--- src/rtl/univ_shift_reg.sv ---
// univ_shift_reg: parametrised universal register with true/complement outputs,
// eight operations (hold, shift left/right, rotate left/right, load, clear,
// invert), serial in/out at both ends and a saturating shift counter.
//
// Parameters:
//   WIDTH      register width in bits (2..64)
//   RESET_VAL  value of Q on reset and after CLEAR
// Ports:
//   clk        rising-edge clock
//   rst_n      asynchronous active-low reset
//   en         operation enable; low holds all state
//   mode       operation select (3 bits)
//   D          parallel load data
//   sin_r      serial input entering bit 0 on shift left
//   sin_l      serial input entering bit WIDTH-1 on shift right
//   Q          registered contents
//   Qb         registered complement of Q (separate register)
//   sout_l     Q[WIDTH-1], combinational
//   sout_r     Q[0], combinational
//   shift_cnt  shifts/rotates since last load/clear, saturating at WIDTH
//   cnt_full   registered (shift_cnt == WIDTH)
//   par        registered ^Q; present only when UNIV_SHIFT_REG_PARITY_EN is defined
module univ_shift_reg #(
   parameter int unsigned          WIDTH     = 8,
   parameter logic [WIDTH-1:0]     RESET_VAL = '0
) (
   input  logic                           clk,
   input  logic                           rst_n,
   input  logic                           en,
   input  logic [2:0]                     mode,
   input  logic [WIDTH-1:0]               D,
   input  logic                           sin_r,
   input  logic                           sin_l,
   output logic [WIDTH-1:0]               Q,
   output logic [WIDTH-1:0]               Qb,
   output logic                           sout_l,
   output logic                           sout_r,
   output logic [$clog2(WIDTH+1)-1:0]     shift_cnt,
   output logic                           cnt_full
`ifdef UNIV_SHIFT_REG_PARITY_EN
   ,
   output logic                           par
`endif
);

   localparam int unsigned CW = $clog2(WIDTH + 1);

   localparam logic [2:0] MODE_HOLD  = 3'b000;
   localparam logic [2:0] MODE_SHL   = 3'b001;
   localparam logic [2:0] MODE_SHR   = 3'b010;
   localparam logic [2:0] MODE_ROL   = 3'b011;
   localparam logic [2:0] MODE_ROR   = 3'b100;
   localparam logic [2:0] MODE_LOAD  = 3'b101;
   localparam logic [2:0] MODE_CLEAR = 3'b110;
   localparam logic [2:0] MODE_INV   = 3'b111;

   logic [WIDTH-1:0] q_nxt;
   logic [CW-1:0]    cnt_nxt;
   logic [CW-1:0]    cnt_inc;

   // Serial outputs tap the register directly
   assign sout_l = Q[WIDTH-1];
   assign sout_r = Q[0];

   // Next-state decode for contents and counter
   always_comb begin
      q_nxt   = Q;
      cnt_nxt = shift_cnt;
      cnt_inc = (shift_cnt == CW'(WIDTH)) ? shift_cnt : shift_cnt + CW'(1);
      if (en) begin
         case (mode)
            MODE_HOLD: begin
               q_nxt   = Q;
               cnt_nxt = shift_cnt;
            end
            MODE_SHL: begin
               q_nxt   = {Q[WIDTH-2:0], sin_r};
               cnt_nxt = cnt_inc;
            end
            MODE_SHR: begin
               q_nxt   = {sin_l, Q[WIDTH-1:1]};
               cnt_nxt = cnt_inc;
            end
            MODE_ROL: begin
               q_nxt   = {Q[WIDTH-2:0], Q[WIDTH-1]};
               cnt_nxt = cnt_inc;
            end
            MODE_ROR: begin
               q_nxt   = {Q[0], Q[WIDTH-1:1]};
               cnt_nxt = cnt_inc;
            end
            MODE_LOAD: begin
               q_nxt   = D;
               cnt_nxt = '0;
            end
            MODE_CLEAR: begin
               q_nxt   = RESET_VAL;
               cnt_nxt = '0;
            end
            MODE_INV: begin
               q_nxt   = ~Q;
               cnt_nxt = shift_cnt;
            end
            default: begin
               q_nxt   = Q;
               cnt_nxt = shift_cnt;
            end
         endcase
      end
   end

   // State registers; Qb and cnt_full are loaded from next-state values
   always_ff @(posedge clk or negedge rst_n) begin
      if (!rst_n) begin
         Q         <= RESET_VAL;
         Qb        <= ~RESET_VAL;
         shift_cnt <= '0;
         cnt_full  <= 1'b0;
      end else begin
         Q         <= q_nxt;
         Qb        <= ~q_nxt;
         shift_cnt <= cnt_nxt;
         cnt_full  <= (cnt_nxt == CW'(WIDTH));
      end
   end

`ifdef UNIV_SHIFT_REG_PARITY_EN
   // Parity tracks Q in the same cycle
   always_ff @(posedge clk or negedge rst_n) begin
      if (!rst_n) begin
         par <= ^RESET_VAL;
      end else begin
         par <= ^q_nxt;
      end
   end
`endif

endmodule

--- config.mk ---
export PLATFORM = sky130hd
export DESIGN_NAME = univ_shift_reg
export DESIGN_NICKNAME = d
export VERILOG_FILES = /design/src/rtl/univ_shift_reg.sv
export SDC_FILE = /design/constraint.sdc
export NUM_CORES = 1
export LEC_CHECK = 0
export ABC_AREA = 0
export BUFFER_PORTS_ARGS = -buffer_cell sky130_fd_sc_hd__clkbuf_2
export CAP_MARGIN = 20
export CELL_PAD_IN_SITES_DETAIL_PLACEMENT = 0
export CELL_PAD_IN_SITES_GLOBAL_PLACEMENT = 1
export CORE_UTILIZATION = 43
export CTS_BUF_LIST = sky130_fd_sc_hd__clkbuf_4 sky130_fd_sc_hd__clkbuf_8
export DETAILED_ROUTE_END_ITERATION = 7
export PLACE_DENSITY = 0.95
export SLEW_MARGIN = 20
export SYNTH_ARGS = -nofsm -noshare
export SYNTH_HDL_FRONTEND = slang
export SYNTH_SLANG_ARGS = --single-unit
--- constraint.sdc ---
create_clock -name clk -period 3.3 [get_ports clk]
set_clock_uncertainty 0.05 [all_clocks]
set_input_delay 0.495 -clock clk [delete_from_list [all_inputs] [get_ports clk]]
set_output_delay 0.495 -clock clk [all_outputs]
set_load 0.02 [all_outputs]
==> flow_metrics.env <==
export IMPL_drc=3
export IMPL_hold_viol=0
export IMPL_dp_hpwl_um=2350
export IMPL_place_gp_congestion=0.821
export IMPL_h_tree_depth=1
export IMPL_slew_violations=0
export IMPL_grt_pass1_wl_um=5190
export IMPL_rows=19
export IMPL_yosys_warnings=0
export IMPL_endpoint="cnt_full$_DFF_PN0_"
export IMPL_synthCells=134
export IMPL_pre_cts_slack_ps=1160
export IMPL_crit_start="shift_cnt[0]$_DFF_PN0_"
export IMPL_dr_pass1_iters=6
export IMPL_outcome="finished with violations"
export IMPL_yosys_top_cells_area="dfrtp_1, dfstp_2, mux2i_1, a221oi_1, mux2_2"
export IMPL_grt_pass1_vias=1136
export IMPL_setup_slack_ps=1380
export IMPL_rsz0062_at_grt="no"
export IMPL_path_cells="inv_1 -> ha_1 -> nand3b_1 -> and3_1 -> o2111ai_1 -> o21ai_0 -> nor4b_2"
export IMPL_critical_path_required_ps=3460
export IMPL_cts_sinks=21
export IMPL_worstSetupPathType="flop to flop"
export IMPL_vias=1165
export IMPL_power_frac_seq=0.460
export IMPL_synth_edf_count=0
export IMPL_failed_checks="DRC"
export IMPL_io_buffers=38
export IMPL_holdBufCountCts=0
export IMPL_async_flop_share=1.00
export IMPL_avgSynthCellArea_um2=10.0
export IMPL_ys_seq_elements=21
export IMPL_r2r_end="cnt_full$_DFF_PN0_"
export IMPL_min_path_type="input pin to async pin"
export IMPL_synth_nets=152
export IMPL_rrSetupSlack_ps=1380
export IMPL_max_cap_violations=0
export IMPL_cts_tree="yes"
export IMPL_fin_tns_setup_ps=0
export IMPL_internal_power_mw=0.500
export IMPL_tightest_slew_ps=498
export IMPL_synth_distinct_cells=42
export IMPL_max_slew_margin=0.668
export IMPL_cts_resized=0
export IMPL_viasPerCell=5.88
export IMPL_synth_top_cell_area_share=0.242
export IMPL_core_um2=2850
export IMPL_layout_drive_gt1_share=0.383
export IMPL_area_delta_synth_final_pct=14.3
export IMPL_die_y_um=57.9
export IMPL_post_cts_buffers=0
export IMPL_p_leak_nw=0.747
export IMPL_start_util=0.471
export IMPL_gr_total_overflow=0
export IMPL_clk_pin_slew_ps=110
export IMPL_yosysTopAreaCell="dfrtp_1"
export IMPL_dr_first_iter_drc_count=85
export IMPL_antenna_found_initial=0
export IMPL_p_per_area_nw_per_um2=543
export IMPL_cts_buffer_depth=2
export IMPL_ant_nets=0
export IMPL_finalCriticalPeriod_ps=1920
export IMPL_yosysMostFrequentCell="mux2i_1"
export IMPL_pwr_share_clk=0.155
export IMPL_grt_max_degree=24
export IMPL_fp_dieArea_um2=3360
export IMPL_postRouteWirelength_um=3090
export IMPL_switching_share=0.401
export IMPL_ys_seq_area_frac=0.398
export IMPL_irDropWorstVdd_v=0.000316
export IMPL_reg2reg_depth=7
export IMPL_p_switching_mw=0.335
export IMPL_finalCritPeriodShare=0.583
export IMPL_path_max_fanout=6
export IMPL_cts_root_buffer="clkbuf_4"
export IMPL_setup_viol=0
export IMPL_crit_arrival_ps=2090
export IMPL_max_freq_mhz=520
export IMPL_final_nets=186
export IMPL_r2r_start="shift_cnt[0]$_DFF_PN0_"
export IMPL_slowest_stage="dfrtp_1"
export IMPL_netlist_area_um2=1350
export IMPL_die_w_um=57.9
export IMPL_ys_flop_type="dfrtp_1"
export IMPL_yosys_top_cells_count="mux2i_1, dfrtp_1, inv_1"
export IMPL_ios=39
export IMPL_start_kind="flop"
export IMPL_combPwrFrac=0.385
export IMPL_diodes=0
export IMPL_slowest_delay_ps=460
export IMPL_post_drt_wl_per_cell_um=15.6
export IMPL_crit_path_end_kind="flop"
export IMPL_clk_latency_ps=300
export IMPL_cts_made_buffers=3
export IMPL_grt_usage=0.200
==> worst min-delay path by stage <==
| stage | end | slack [ps] | cells past startpoint |
|---|---|---|---|
| 6_report | async pin | 80 | 1 |
| 5_1_grt | async pin | 110 | 1 |
| 4_1_cts | async pin | 100 | 1 |
| 3_5_place_dp | async pin | 440 | 1 |
| 3_3_place_gp | async pin | 430 | 1 |
| 2_1_floorplan | async pin | 150 | 0 |
==> stage by stage <==
step	instance area [um2]	util	cells	hold WS [ps]	power (mW)
after floorplan	1350	-	134	149	0.605
after global placement	1510	0.529	194	427	0.697
after detailed placement	1510	0.529	194	436	0.711
after CTS	1540	0.539	198	96.5	0.841
after global routing	1540	0.539	198	113	0.886
final	1540	0.539	198	82.8	0.836
==> power groups by stage <==
stage	Combinational, mW	Clock (mW)	Sequential [mW]
finish	0.322	0.129	0.385
detailed placement	0.323	0	0.389
global route	0.352	0.143	0.391
floorplan	0.163	0	0.442
global placement	0.313	0	0.384
CTS	0.324	0.133	0.384
==> critical path, delay by kind of cell (launching register included) <==
family	cells	cell delay, ps
AND/OR/NAND/NOR	3	700
flip-flops	1	460
AO/OA/AOI/OAI	2	350
adder cells (fa/ha/maj)	1	150
buffers and inverters	1	130
==> placed cells by master (no fill, tap or decap), types with 2 or more instances in the layout <==
cell type	instances
a21oi_1	4
a221oi_1	12
and3_1	2
clkbuf_2	38
clkbuf_4	4
dfrtp_1	13
dfstp_2	8
ha_1	2
inv_1	13
mux2_2	6
mux2i_1	14
nand2_1	6
nand3_1	3
nor2_1	9
nor2b_1	2
nor3_1	2
o21ai_0	6
==> routing by layer <==
layer / up-vias / track usage / part of all wire
met4: 0 / 0.0646 / 0.010
met3: 6 / 0.0335 / 0.053
met1: 559 / 0.262 / 0.44
li1: 552 / - / -
met5: - / 0 / 0
met2: 48 / 0.337 / 0.49
==> final cells by class <==
class | count | area [um2]
Tap cell | 31 | 38.8
Sequential cell | 21 | 536
Inverter | 13 | 48.8
Multi-Input combinational cell | 91 | 694
Fill cell | 272 | 1320
Timing Repair Buffer | 38 | 190
Clock buffer | 4 | 30.0
==> logic make-up (layout without fill, tap and decap cells) <==
logic type,Yosys count,count (layout),share of synthesized area
adder cells (fa/ha/maj),3,3,0.0260
buffers and inverters,22,55,0.0856
multiplexers,20,20,0.154
AO/OA/AOI/OAI,34,34,0.182
flip-flops,21,21,0.398
AND/OR/NAND/NOR,34,34,0.153
No activity file was read; power rests on OpenSTA's default activity.
